$ cat config.mk
export PLATFORM = sky130hd
export DESIGN_NAME = uart_tx
export DESIGN_NICKNAME = d
export VERILOG_FILES = /design/src/rtl/uart_tx.sv
export SDC_FILE = /design/constraint.sdc
export NUM_CORES = 1
export LEC_CHECK = 0
export CORE_ASPECT_RATIO = 1.2
export CORE_MARGIN = 5
export CORE_UTILIZATION = 32
export CTS_BUF_LIST = sky130_fd_sc_hd__clkbuf_16
export DETAILED_ROUTE_END_ITERATION = 8
export SLEW_MARGIN = 20
export SYNTH_ARGS = -nofsm -noshare
export SYNTH_HDL_FRONTEND = slang
export SYNTH_SLANG_ARGS = --single-unit
$ cat constraint.sdc
create_clock -name i_clk -period 2.8 [get_ports i_clk]
set_clock_uncertainty 0.1 [all_clocks]
set_input_delay 0.56 -clock i_clk [delete_from_list [all_inputs] [get_ports i_clk]]
set_output_delay 0.56 -clock i_clk [all_outputs]
set_load 0.05 [all_outputs]
$ cat src/rtl/uart_tx.sv
// uart_tx: FIFO-fed UART transmitter (start bit, WIDTH data bits LSB first, STOP_BITS stop bits).
//
// Ports
//   i_clk       : clock, rising edge
//   i_rst       : asynchronous reset, active high
//   o_rd_en     : one-cycle read request to the upstream FIFO
//   i_rd_data   : FIFO read data (WIDTH bits)
//   i_rd_valid  : i_rd_data valid, one cycle after o_rd_en
//   i_empty     : FIFO holds no data
//   i_cts       : clear-to-send, sampled only while idle
//   o_tx        : serial line, idle high
//   o_busy      : high whenever not idle
//   o_tx_done   : one-cycle pulse on the final stop-bit cycle
//
// Every output is a flop loaded from the next-state decode, so each output
// is aligned with the state it belongs to and the serial line is glitch-free.
module uart_tx #(
  parameter int unsigned CLKS_PER_BIT = 868,
  parameter int unsigned WIDTH        = 8,
  parameter int unsigned STOP_BITS    = 1
) (
  input  logic             i_clk,
  input  logic             i_rst,
  output logic             o_rd_en,
  input  logic [WIDTH-1:0] i_rd_data,
  input  logic             i_rd_valid,
  input  logic             i_empty,
  input  logic             i_cts,
  output logic             o_tx,
  output logic             o_busy,
  output logic             o_tx_done
);

  localparam int unsigned BAUD_W = (CLKS_PER_BIT > 1) ? $clog2(CLKS_PER_BIT) : 1;
  localparam int unsigned BIT_W  = (WIDTH > 1) ? $clog2(WIDTH) : 1;

  localparam logic [BAUD_W-1:0] BAUD_LAST = BAUD_W'(CLKS_PER_BIT - 1);
  localparam logic [BIT_W-1:0]  DATA_LAST = BIT_W'(WIDTH - 1);
  localparam logic [BIT_W-1:0]  STOP_LAST = BIT_W'(STOP_BITS - 1);

  typedef enum logic [2:0] {
    S_IDLE,
    S_FETCH,
    S_START,
    S_DATA,
    S_STOP
  } state_t;

  state_t            r_state;
  logic [BAUD_W-1:0] r_baud;
  logic [BIT_W-1:0]  r_bit_idx;
  logic [WIDTH-1:0]  r_shift;
  logic              r_fetch_miss;
  logic              r_tx;
  logic              r_rd_en;
  logic              r_busy;
  logic              r_tx_done;

  state_t            w_state_nxt;
  logic [BAUD_W-1:0] w_baud_nxt;
  logic [BIT_W-1:0]  w_bit_nxt;
  logic [WIDTH-1:0]  w_shift_nxt;
  logic              w_miss_nxt;
  logic              w_tx_nxt;
  logic              w_rd_en_nxt;
  logic              w_busy_nxt;
  logic              w_done_nxt;
  logic              w_baud_last;

  assign w_baud_last = (r_baud == BAUD_LAST);

  // State, counters and registered outputs
  always_ff @(posedge i_clk or posedge i_rst) begin
    if (i_rst) begin
      r_state      <= S_IDLE;
      r_baud       <= '0;
      r_bit_idx    <= '0;
      r_shift      <= '0;
      r_fetch_miss <= 1'b0;
      r_tx         <= 1'b1;
      r_rd_en      <= 1'b0;
      r_busy       <= 1'b0;
      r_tx_done    <= 1'b0;
    end else begin
      r_state      <= w_state_nxt;
      r_baud       <= w_baud_nxt;
      r_bit_idx    <= w_bit_nxt;
      r_shift      <= w_shift_nxt;
      r_fetch_miss <= w_miss_nxt;
      r_tx         <= w_tx_nxt;
      r_rd_en      <= w_rd_en_nxt;
      r_busy       <= w_busy_nxt;
      r_tx_done    <= w_done_nxt;
    end
  end

  // Next-state, counter and output decode
  always_comb begin
    w_state_nxt = r_state;
    w_baud_nxt  = r_baud;
    w_bit_nxt   = r_bit_idx;
    w_shift_nxt = r_shift;
    w_miss_nxt  = r_fetch_miss;
    w_rd_en_nxt = 1'b0;
    w_tx_nxt    = 1'b1;
    w_busy_nxt  = 1'b0;
    w_done_nxt  = 1'b0;

    case (r_state)
      S_IDLE: begin
        if (!i_empty && i_cts) begin
          w_state_nxt = S_FETCH;
          w_rd_en_nxt = 1'b1;
          w_miss_nxt  = 1'b0;
        end
      end

      // The read request is on the line during the first FETCH cycle, so
      // valid normally lands in the second; two misses in a row give up.
      S_FETCH: begin
        if (i_rd_valid) begin
          w_shift_nxt = i_rd_data;
          w_baud_nxt  = '0;
          w_bit_nxt   = '0;
          w_miss_nxt  = 1'b0;
          w_state_nxt = S_START;
        end else if (r_fetch_miss) begin
          w_miss_nxt  = 1'b0;
          w_state_nxt = S_IDLE;
        end else begin
          w_miss_nxt  = 1'b1;
        end
      end

      S_START: begin
        if (w_baud_last) begin
          w_baud_nxt  = '0;
          w_bit_nxt   = '0;
          w_state_nxt = S_DATA;
        end else begin
          w_baud_nxt  = r_baud + BAUD_W'(1);
        end
      end

      S_DATA: begin
        if (w_baud_last) begin
          w_baud_nxt  = '0;
          w_shift_nxt = r_shift >> 1;
          if (r_bit_idx == DATA_LAST) begin
            w_bit_nxt   = '0;
            w_state_nxt = S_STOP;
          end else begin
            w_bit_nxt   = r_bit_idx + BIT_W'(1);
          end
        end else begin
          w_baud_nxt  = r_baud + BAUD_W'(1);
        end
      end

      // Bit index is reused to count stop bits
      S_STOP: begin
        if (w_baud_last) begin
          w_baud_nxt = '0;
          if (r_bit_idx == STOP_LAST) begin
            w_bit_nxt   = '0;
            w_state_nxt = S_IDLE;
          end else begin
            w_bit_nxt   = r_bit_idx + BIT_W'(1);
          end
        end else begin
          w_baud_nxt = r_baud + BAUD_W'(1);
        end
      end

      default: begin
        w_state_nxt = S_IDLE;
      end
    endcase

    // Outputs are decoded from the state being entered so the flops track it
    if (w_state_nxt == S_START) begin
      w_tx_nxt = 1'b0;
    end else if (w_state_nxt == S_DATA) begin
      w_tx_nxt = w_shift_nxt[0];
    end
    w_busy_nxt = (w_state_nxt != S_IDLE);
    w_done_nxt = (w_state_nxt == S_STOP) && (w_baud_nxt == BAUD_LAST) &&
                 (w_bit_nxt == STOP_LAST);
  end

  assign o_tx      = r_tx;
  assign o_rd_en   = r_rd_en;
  assign o_busy    = r_busy;
  assign o_tx_done = r_tx_done;

endmodule

==> flow_summary_export.csv <==
group,metric,value,unit
run_status,status,"complete, no violations",
setup_path,crit_fanout,8,
drt,vias,1406,
yosys,syn_nets,195,
cells_and_area,finalNonFillerCells,263,
yosys,synth.yosys.seq_area_share,0.440,
setup_path,r2r_start,"r_baud[0]",
setup_path,reg2regPathDepth,7,
timing,hold_violations,0,
cells_and_area,finish.instance_area,0.00204,mm2
grt,grt_max_degree,30,
clock_network,cts_hold_buffers,0,
clock_network,clk_path_buf_depth,2,
yosys,synth_compound_area_frac,0.226,
grt,antenna_found_initial,0,
yosys,synth_top_area_frac,0.425,
yosys,syn_area,0.00165,mm2
cells_and_area,fin_util,0.410,
power_and_ir_drop,power_frac_comb,0.030,
clock_network,postCtsResizedCells,0,
place,place_area,0.00190,mm2
yosys,synth_flop_cell,"dfrtp_1",
timing,finalCritPeriodShare,0.913,
place,dp_hpwl,2950,um
setup_path,end_kind,"flip-flop",
drt,drt-wirelength-per-cell,14.7,um
setup_path,critPathLaunchType,"flip-flop",
clock_network,postCtsSetupBuffers,0,
clock_network,clkSinkCount,29,
power_and_ir_drop,internal_power,757,uW
yosys,yosys.area.top_type,"dfrtp_1",
die,dieHeight,88.7,um
die,row_count,28,
setup_path,r2r_end,"o_tx_done",
cells_and_area,nets,219,
worst_hold_path,hold_end,"r_shift[4]",
setup_path,crit_type,"reg2reg",
flow_run,max_cap_violations,0,
die,start_util,0.332,
yosys,synthAdderAreaFrac,0.0303,
yosys,syn_avg_cell_area,9.27,um2
clock_network,worstSkewPairLatency,0.27,ns
timing,fin_crit,2.56,ns
grt,grt_usage,0.132,
grt,grt_overflow,0,
timing,slew_headroom,0.658,
power_and_ir_drop,power_density,466,mW/mm2
drt,drt-total-wl,3850,um
timing,tns,0,ns
place,place_congestion,0.849,
drt,antenna_left,0,
die,pin_count,17,
place,io_buffers,16,
worst_hold_path,hp-start,"r_shift[4]",
power_and_ir_drop,clkPwrFrac,0.528,
timing,finalSetupViolCount,0,
timing,tightest_slew,0.510,ns
grt,grt_pass1_wl,6640,um
yosys,synth_edf_count,0,
place,post-place-cells,255,
die,dieArea,0.00670,mm2
yosys,synth_mux_area_frac,0.00607,
cells_and_area,layout_common_cells,"dfrtp_1 (28), nand2_1 (26), clkdlybuf4s50_1 (16)",
worst_hold_path,min_path_type,"reg2reg",
timing,slew_viol_final,0,
setup_path,required,2.88,ns
clock_network,root_buffer,"clkbuf_16",
yosys,synthArstFlopShare,1.00,
yosys,ys_ff_latch,29,
clock_network,cts-buffers-inserted,5,
power_and_ir_drop,swShare,0.203,
cells_and_area,diodes,0,
yosys,postSynthCellCount,178,
timing,fmax,0.391,GHz
drt,viasPerCell,5.35,
setup_path,arrival,2.64,ns
power_and_ir_drop,vdd_drop_max,198,uV
power_and_ir_drop,p_seq_frac,0.442,
yosys,yosysUniqueCellTypes,53,
yosys,yosys_warnings,0,
yosys,synth_xor_area_frac,0.00531,
cells_and_area,final_common_cell,"dfrtp_1",
drt,drtPass1Iterations,4,
die,die-width,75.6,um
clock_network,cts-htree-levels,2,
yosys,synth_top_family_by_area,"simple AND/OR/NAND/NOR gates",
clock_network,cts.clk_slew.worst_paths,0.05,ns
die,core_area,0.00497,mm2
timing,rsz0062_at_grt,"false",
power_and_ir_drop,p_leak,0.000882,uW
yosys,synthSimpleGateAreaFrac,0.242,
drt,dr.first_iter.drc_count,61,
worst_hold_path,hold_path_depth,2,
drt,drc,0,
yosys,synth.area.top_cells,"dfrtp_1 (42%), nand2_1 (5.9%), o21ai_0 (3.9%)",
cells_and_area,area_growth,23.5,%
clock_network,cts_tree,"done",
setup_path,rrSetupSlack,0.24,ns
timing,hold_slack,0.375,ns
grt,grt_pass1_vias,1410,
power_and_ir_drop,p_switching,193,uW
cells_and_area,layout-drive-gt1-share,0.108,
## worst max-delay path, stage by stage, from the launching register on
cell      delay, ns
dfrtp_1        0.45
ha_1           0.22
nand4b_1       0.26
or3_1          0.58
nand2_4        0.16
a31oi_1        0.12
or3_1          0.37
nor4_2         0.21
## area by class of cell
class	instances	area, um2
Fill cell	515	2940
Timing Repair Buffer	23	213
Clock inverter	3	12.5
Tap cell	60	75.1
Sequential cell	29	727
Inverter	12	45.0
Clock buffer	5	125
Multi-Input combinational cell	131	841
## cells by family (layout without fill, tap and decap cells)
kind of cell | Yosys count | count (layout)
DFF | 29 | 29
xor gates and xnor gates | 1 | 1
adders and majority gates | 4 | 4
AOI/OAI and AO/OA | 55 | 55
muxes | 1 | 1
and+or+nand+nor | 70 | 70
buffers and inverters | 18 | 43
## sequential cells by signal, indices dropped and copies added (netlist names)
name / cells
o_rd_en: 1
r_baud: 10
r_fetch_miss: 1
o_busy: 1
r_state: 3
r_bit_idx: 3
o_tx: 1
r_shift: 8
o_tx_done: 1
## per-layer routing
layer | GRT usage | part of all wire | vias to the layer above
li1 | - | - | 698
met1 | 0.153 | 0.43 | 676
met2 | 0.225 | 0.51 | 22
met3 | 0.0398 | 0.040 | 10
met4 | 0.0556 | 0.025 | 0
met5 | 0 | 0 | -
## cell usage after synthesis, types with 4 or more instances
master    count
a21oi_1       9
a22oi_1       6
a31oi_1       5
dfrtp_1      28
ha_1          4
inv_1        12
nand2_1      26
nand2b_1      5
nand3_1       4
nor2_1        7
o21ai_0      13
or3_1         5
## worst max path at each step
stage / from / end / slack, ns / depth (start not counted)
finish: r_baud[0] / o_tx_done / 0.24 / 7
global route: r_baud[0] / o_tx_done / 0.02 / 7
CTS: r_baud[0] / o_tx_done / 0.24 / 7
detailed placement: r_baud[0] / o_tx_done / 0.25 / 7
global placement: r_baud[0] / o_tx_done / 0.28 / 7
floorplan: r_baud[0] / o_tx_done / 0.44 / 8
## power by group through the flow
stage / logic, uW / clock network, uW / registers, uW
final: 28.2 / 501 / 420
after global routing: 31.5 / 537 / 419
after CTS: 29.4 / 513 / 420
after detailed placement: 29.3 / 0 / 427
after global placement: 29.1 / 0 / 427
after floorplan: 7.55 / 0 / 427
## metrics by stage
step	worst slack, ns	power [uW]
finish	0.245	949
global route	0.0225	988
CTS	0.242	963
detailed placement	0.250	456
global placement	0.282	456
floorplan	0.438	434
No activity file was read; power rests on OpenSTA's default activity.
